<file path="config.mk">
export PLATFORM = sky130hd
export DESIGN_NAME = and32_bist
export DESIGN_NICKNAME = d
export VERILOG_FILES = /design/src/rtl/and32_bist.sv
export SDC_FILE = /design/constraint.sdc
export NUM_CORES = 1
export LEC_CHECK = 0
export CAP_MARGIN = 10
export CORE_AREA = 4 4 160 162
export DETAILED_ROUTE_END_ITERATION = 8
export DIE_AREA = 0 0 164 166
export MAX_ROUTING_LAYER = met4
export SYNTH_ARGS = -nofsm -noshare
export SYNTH_HDL_FRONTEND = slang
export SYNTH_SLANG_ARGS = --single-unit
</file>
<file path="constraint.sdc">
create_clock -name clk -period 2.6 [get_ports clk]
set_input_delay 0.52 -clock clk [delete_from_list [all_inputs] [get_ports clk]]
set_output_delay 0.52 -clock clk [all_outputs]
set_load 0.005 [all_outputs]
</file>
<file path="src/rtl/and32_bist.sv">
// and32_bist: on-chip self-test engine for a 32-bit bitwise AND unit.
// Presents operand pairs (two fixed vectors, then LFSR-derived ones), holds
// each pair for a settle interval, samples the unit's result one cycle later
// and compares it against a locally computed a & b.
module and32_bist #(
    parameter int          NUM_VECTORS   = 256,
    parameter int          SETTLE_CYCLES = 1,
    parameter logic [31:0] SEED          = 32'hACE1_2345
) (
    input  logic        clk,
    input  logic        rst_n,
    input  logic        start,
    output logic [31:0] dut_a,
    output logic [31:0] dut_b,
    input  logic [31:0] dut_out,
    output logic        busy,
    output logic        done,
    output logic        pass,
    output logic [15:0] err_count,
    output logic [15:0] first_fail_idx
);

    localparam logic [1:0] ST_IDLE  = 2'd0;
    localparam logic [1:0] ST_DRIVE = 2'd1;
    localparam logic [1:0] ST_CHECK = 2'd2;
    localparam logic [1:0] ST_DONE  = 2'd3;

    localparam logic [31:0] LFSR_TAPS   = 32'h8020_0003;
    // An all-zero Galois LFSR never leaves zero, so a zero seed is remapped.
    localparam logic [31:0] SEED_EFF    = (SEED == 32'd0) ? 32'd1 : SEED;
    localparam logic [31:0] SWAP_MASK   = 32'h5A5A_5A5A;
    localparam logic [15:0] LAST_IDX    = 16'(NUM_VECTORS - 1);
    localparam logic [7:0]  SETTLE_LAST = 8'(SETTLE_CYCLES - 1);

    // Fixed directed vectors at the start of every run.
    localparam logic [31:0] VEC0_A = 32'd47;
    localparam logic [31:0] VEC0_B = 32'd25;
    localparam logic [31:0] VEC1_A = 32'h4222_0225;
    localparam logic [31:0] VEC1_B = 32'h4002_028A;

    logic [1:0]  state_reg;
    logic [15:0] idx_reg;
    logic [7:0]  settle_reg;
    logic [31:0] lfsr_reg;
    logic [31:0] a_reg;
    logic [31:0] b_reg;
    logic [15:0] err_reg;
    logic [15:0] ffi_reg;

    logic [31:0] lfsr_step;
    logic [31:0] lfsr_next;
    logic [31:0] next_a;
    logic [31:0] next_b;
    logic [15:0] idx_inc;
    logic        mismatch;

    // Next-vector generation and result comparison against the held operands.
    always_comb begin
        lfsr_step = {1'b0, lfsr_reg[31:1]} ^ (lfsr_reg[0] ? LFSR_TAPS : 32'd0);
        // The LFSR only moves once its state has been consumed by index >= 2,
        // so index 2 sees the seed itself.
        lfsr_next = (idx_reg >= 16'd2) ? lfsr_step : lfsr_reg;
        idx_inc   = idx_reg + 16'd1;
        if (idx_inc == 16'd1) begin
            next_a = VEC1_A;
            next_b = VEC1_B;
        end else begin
            next_a = lfsr_next;
            next_b = {lfsr_next[15:0], lfsr_next[31:16]} ^ SWAP_MASK;
        end
        mismatch = (dut_out != (a_reg & b_reg));
    end

    // Control sequencer: start, settle counting, check and result accumulation.
    always_ff @(posedge clk) begin
        if (!rst_n) begin
            state_reg  <= ST_IDLE;
            idx_reg    <= 16'd0;
            settle_reg <= 8'd0;
            lfsr_reg   <= SEED_EFF;
            a_reg      <= 32'd0;
            b_reg      <= 32'd0;
            err_reg    <= 16'd0;
            ffi_reg    <= 16'hFFFF;
        end else begin
            case (state_reg)
                ST_IDLE, ST_DONE: begin
                    if (start) begin
                        state_reg  <= ST_DRIVE;
                        idx_reg    <= 16'd0;
                        settle_reg <= 8'd0;
                        lfsr_reg   <= SEED_EFF;
                        a_reg      <= VEC0_A;
                        b_reg      <= VEC0_B;
                        err_reg    <= 16'd0;
                        ffi_reg    <= 16'hFFFF;
                    end
                end
                ST_DRIVE: begin
                    if (settle_reg == SETTLE_LAST) begin
                        settle_reg <= 8'd0;
                        state_reg  <= ST_CHECK;
                    end else begin
                        settle_reg <= settle_reg + 8'd1;
                    end
                end
                ST_CHECK: begin
                    if (mismatch) begin
                        if (err_reg != 16'hFFFF) begin
                            err_reg <= err_reg + 16'd1;
                        end
                        if (ffi_reg == 16'hFFFF) begin
                            ffi_reg <= idx_reg;
                        end
                    end
                    if (idx_reg == LAST_IDX) begin
                        state_reg <= ST_DONE;
                    end else begin
                        idx_reg   <= idx_inc;
                        lfsr_reg  <= lfsr_next;
                        a_reg     <= next_a;
                        b_reg     <= next_b;
                        state_reg <= ST_DRIVE;
                    end
                end
                default: state_reg <= ST_IDLE;
            endcase
        end
    end

    assign dut_a          = a_reg;
    assign dut_b          = b_reg;
    assign busy           = (state_reg == ST_DRIVE) || (state_reg == ST_CHECK);
    assign done           = (state_reg == ST_DONE);
    assign pass           = (state_reg == ST_DONE) && (err_reg == 16'd0);
    assign err_count      = err_reg;
    assign first_fail_idx = ffi_reg;

endmodule

</file>
Word level (Yosys, flattened, before mapping)
Index checks and enable logic that the tools add are counted.

Add/sub/neg operators: 3. Order comparisons: 1. Reductions and logical operators: 13. $mul: 0. Bitwise operators: 3. Mux-type cells: 30. Equal/unequal tests: 14. Shift-type cells: 0. Div/mod/pow operators: 0.

Operators by type and width (number): 32-bit 2-to-1 mux (10); 32-bit one-hot mux with 2 select lines (3); 16-bit 2-to-1 mux (7); 16-bit one-hot mux with 2 select lines (3); 16-bit by 1-bit adder with 16-bit output (second input constant) (2); 32-bit bitwise AND (1); 32-bit != test (1); 31-bit by 32-bit bitwise XOR with 32-bit output (1); 16-bit by 1-bit == test with 1-bit output (second input constant) (1); 16-bit == test (second input constant) (1); 16-bit by 8-bit == test with 1-bit output (second input constant) (1); 16-bit by 2-bit >= comparator with 1-bit output (second input constant) (1); 16-bit logical NOT (1); 8-bit 2-to-1 mux (2); 16-bit != test (second input constant) (1); 16-bit NOT (1); 8-bit one-hot mux with 2 select lines (1); 2-bit != test (second input constant) (6); 8-bit by 1-bit adder with 8-bit output (second input constant) (1); 8-bit logical NOT (1); 4-bit AND reduction (2); 2-bit 2-to-1 mux (3); 2-bit one-hot mux with 3 select lines (1); 2-bit == test (second input constant) (2); 8 further kinds (10).

Register bits: 154. Output and inout bits: 99. RAM bits: 0. Bits in read-only memories: 0. Bits in latches: 0. Input port bits: 35. Word-level logic and storage cells: 72. Memories kept: 0.

Depth between registers and ports, before layout
Gate-level depths: netlist (run 1).

Depth after elaboration: 7. Depth in mapped cells: 10. Gate-level depth less buffers: 9.

Worst setup path before layout (run 1)
Ideal clock, no wire load.

Path kind: reg2reg. Start point: register idx_reg[1]. End point: register a_reg[23], in the netlist dut_a[23]. Clock period less this slack: 2.245 ns. Buffers on the path: 1. Arrival: 2.128 ns. Data required time: 2.483 ns. Cell stages (with the launch flop): 10. Setup slack: 0.355 ns. Setup time: 0.117 ns. Cells stage by stage: dfxtp_1 -> ha_1 -> nand2_1 -> xor2_1 -> a41oi_1 -> nor4_4 -> nand4_2 -> and3_4 -> buf_6 -> a22o_1.

Longest elaborated chain between the ends: 5. Elaborated cells on any way between the ends: 10. Classes of those cells: 1 x add/sub; 1 x order compare; 3 x eq/ne; 4 x mux; 1 x reduce/logical.

Ends and longest elaborated chain: from (decl) (RTL line 42) `logic [15:0] idx_reg;`; from (signal assigned) (RTL line 119) `idx_reg <= idx_inc;`; 16-bit by 1-bit adder with 16-bit output / 16-bit by 2-bit >= comparator with 1-bit output (equally long branches) (RTL line 63, 62); 16-bit by 1-bit == test with 1-bit output / 32-bit 2-to-1 mux (equally long branches) (RTL line 64, 62); 32-bit 2-to-1 mux (RTL line 64) `if (idx_inc == 16'd1) begin`; 32-bit 2-to-1 mux (RTL line 116) `if (idx_reg == LAST_IDX) begin`; 32-bit one-hot mux with 2 select lines (RTL line 86) `case (state_reg)`; to (signal assigned) (RTL line 121) `a_reg <= next_a;`; to (decl) (RTL line 45) `logic [31:0] a_reg;`.

Several ways; a longest one is shown, not always the timed one. The select of a mux whose other input is x is not followed. A chain may end at the register's enable or synchronous reset.

Final worst setup path (run 1)
Start point: register state_reg[1]. End point: output pass.

Longest elaborated chain between the ends: 2.

Ends and longest elaborated chain: from (decl) (RTL line 41) `logic [1:0] state_reg;`; from (signal assigned) (RTL line 77) `state_reg <= ST_IDLE;`; from (signal assigned) (RTL line 89) `state_reg <= ST_DRIVE;`; from (signal assigned) (RTL line 102) `state_reg <= ST_CHECK;`; 2-bit == test (RTL line 135) `assign pass = (state_reg == ST_DONE) && (err_reg == 16'd0);`; 1-bit logical AND (RTL line 135); to (decl) (RTL line 18) `output logic pass,`.

Every way passes these cells.

==> metrics.yaml, run 1 <==
cells_and_area:
  largest_reg_flops: 32
  drive_above_1_share_pct: 12.6
  syn_to_final_growth_pct: 34.8
  final_util_pct: 40.0
  nNetsFinal: 1016
  stdcell_count: 1308
clock_tree:
  cts_buffers: 17
  clk-insertion-delay-late_ns: 0.42
  cts_hold_buf: 0
  cts_root_buf: "clkbuf_16"
  cts_buffer_depth: 2
  cts.sinks: 144
  path_clk_slew_ns: 0.07
  htree_levels: 4
  cts_tree: "yes"
synthesis:
  synth_top_family_by_area: "simple AND/OR/NAND/NOR gates"
  synth_xor_area_share_pct: 4.63
  synth.distinct_cells: 71
  synth-edff-count: 0
  syn_area_per_cell_um2: 8.56
  yosysWarnings: 0
  async_flop_share_pct: 0
  synth_compound_area_share_pct: 20.4
  yosys.area.top_type: "dfxtp_1"
  synthAdderAreaFrac_pct: 1.92
  synth_seq_cells: 144
  syn_area_mm2: 0.00716
  synthesis.nets: 883
  synthTopCellsByArea: "dfxtp_1, nand2_1, mux2i_1"
  synth_top_cell_area_share_pct: 40.3
  synth_commonest_cells: "dfxtp_1, nand2_1, nor2_1, o21ai_1, o21ai_0"
  synth_ff_type: "dfxtp_1"
  synthSimpleGateAreaFrac_pct: 22.2
  synthMuxAreaShare_pct: 4.67
  synthCells: 837
  yosysSeqAreaShare_pct: 40.3
  yosys.cell_count.top_type: "dfxtp_1"
setup_path:
  crit_fanout: 4
  max_stage_delay_ns: 0.50
  rrSetupSlack_ns: 0.18
  crit_arrival_ns: 1.98
  path_delay_family: "buffers and inverters"
  crit_type: "reg -> out"
  endpoint_kind: "primary output"
  worst_setup_path_start_kind: "register"
  cp_num_buf_inv: 1
  slowest_stage: "clkdlybuf4s50_1"
  cp_cell_sequence: "ha_2 > nor4b_2 > and4_1 > clkdlybuf4s50_1"
  worstPathRequired_ns: 2.08
drt:
  vias: 6610
  drc_errors: 0
  dr.first_iter.drc_count: 421
  wl_um: 20900
  wire_per_inst_um: 16.0
  drtPass1Iterations: 5
  viasPerCell: 5.05
  ant_nets: 0
global_route:
  grt_pass1_wl_um: 34100
  grt_max_degree: 48
  grt_pass1_vias: 6258
  grt_util_all_layers_pct: 15.8
  grt_overflow_total: 0
  grt_antenna_before_repair: 1
timing:
  max_freq_ghz: 0.400
  setup_viol: 0
  finalClockSkew_ns: 0.0111
  fin_ws_ns: 0.0988
  whs_ns: 0.466
  slew_violations: 0
  hold_viol_final: 0
  post-route-period-util_pct: 96.2
  slew_headroom_pct: 63.4
  period_needed_ns: 2.50
  worst_pin_slew_ns: 0.533
  rsz0062_at_grt: "false"
floorplanning:
  rows: 57
  initial_core_util_pct: 29.7
  die_x_um: 164
  ioPinCount: 134
  die-area_mm2: 0.0272
  die_h_um: 166
  coreArea_mm2: 0.0241
power_and_ir_drop:
  irDropWorstVdd_uv: 329
  power_w: 0.00543
  cellLeakagePower_nw: 3.40
  power_density_mw_per_mm2: 562
placed_design:
  dp.cells: 1273
  place.gp.congestion: 0.803
  place_ws_ns: -0.253
  dp_hpwl_um: 15100
  io_buffers: 133
outcome:
  status: "finished clean"
min_path:
  hold_class: "reg -> reg"
job:
  cap_violations: 0
worst reg2reg max path: cells and delay by family (launching register included):
family                 cells  cell delay [ns]
AND/OR/NAND/NOR            3             0.82
AO/OA/AOI/OAI              2             0.56
flip-flops                 1             0.53
buffers and inverters      1             0.24
multiplexers               1             0.17
layout make-up:
cell class,count,area [µm²]
fill,2470,14500
multi-input combinational,606,3900
antenna,1,2.50
timing repair buffer,185,1770
tap,324,405
sequential,144,2880
inverter,16,60.1
clock buffer,17,425
clock inverter,15,210
path summary, 6_finish.rpt:
kind / start / endpoint / cells past startpoint
worst max-delay path: state_reg[1]$_SDFFE_PN0P_ / pass / 4
worst min-delay path: dut_a[4]$_SDFFE_PN0P_ / dut_a[4]$_SDFFE_PN0P_ / 2
worst max register to register: idx_reg[3]$_SDFFE_PN0P_ / dut_b[16]$_SDFFE_PN0P_ / 7
worst min register to register: dut_a[4]$_SDFFE_PN0P_ / dut_a[4]$_SDFFE_PN0P_ / 2
cells by family (layout without fill, tap and decap cells):
kind of cell / after synthesis / in the layout
flip-flops: 144 / 144
other: 0 / 1
AO/OA/AOI/OAI: 213 / 213
AND/OR/NAND/NOR: 312 / 312
buffers and inverters: 87 / 233
adder cells (fa/ha/maj): 11 / 11
multiplexers: 33 / 33
XOR/XNOR: 37 / 37
cells in the final DEF (no fill, tap or decap), drive strengths merged, types with 4 or more instances in the layout:
master	instances
dfxtp	144
clkdlybuf4s50	132
nand2	115
o21ai	75
buf	53
nor2	40
mux2i	30
nor2b	25
nand3	25
inv	25
xor2	24
nor4	23
a21oi	21
nand4	18
clkbuf	17
o21ba	16
and2	16
and3	14
xnor2	13
a22o	13
nor3	13
o22ai	12
a22oi	11
ha	11
o311ai	11
and4	8
a31oi	8
o31ai	7
a211oi	5
a221o	4
a21boi	4
nand2b	4
metal layers:
layer	global-route usage [%]	wire (µm)	vias to the layer above
met3	2.78	1130	18
met1	22.6	10400	3124
met4	4.08	236	0
met5	-	0	-
li1	-	-	3282
met2	23.0	9090	186
where the power goes:
| part | internal (W) | switching, W |
|---|---|---|
| clock | 0.00157 | 0.00107 |
| combinational | 0.000242 | 0.000283 |
| sequential | 0.00224 | 0.0000353 |
| total | 0.00404 | 0.00139 |
timing repair:
item,4_1_cts,5_1_grt
buffers inserted,0,2
endpoints found under the setup margin,14,52
gates resized for setup,3,6
pin swaps,0,2
per-stage QoR:
| stage | setup TNS (ns) | cell area (µm²) |
|---|---|---|
| floorplan | 0 | 7160 |
| global placement | -3.70 | 8960 |
| detailed placement | -5.29 | 8960 |
| CTS | 0 | 9610 |
| global route | 0 | 9650 |
| finish | 0 | 9650 |
Power figures use the tool's default switching activity.
==> run 2: changes to the inputs <==
Settings changed: SLEW_MARGIN from default to 20.
==> results of run 2 <==
The final DEF is identical to that of run 1; final timing and power are the same.
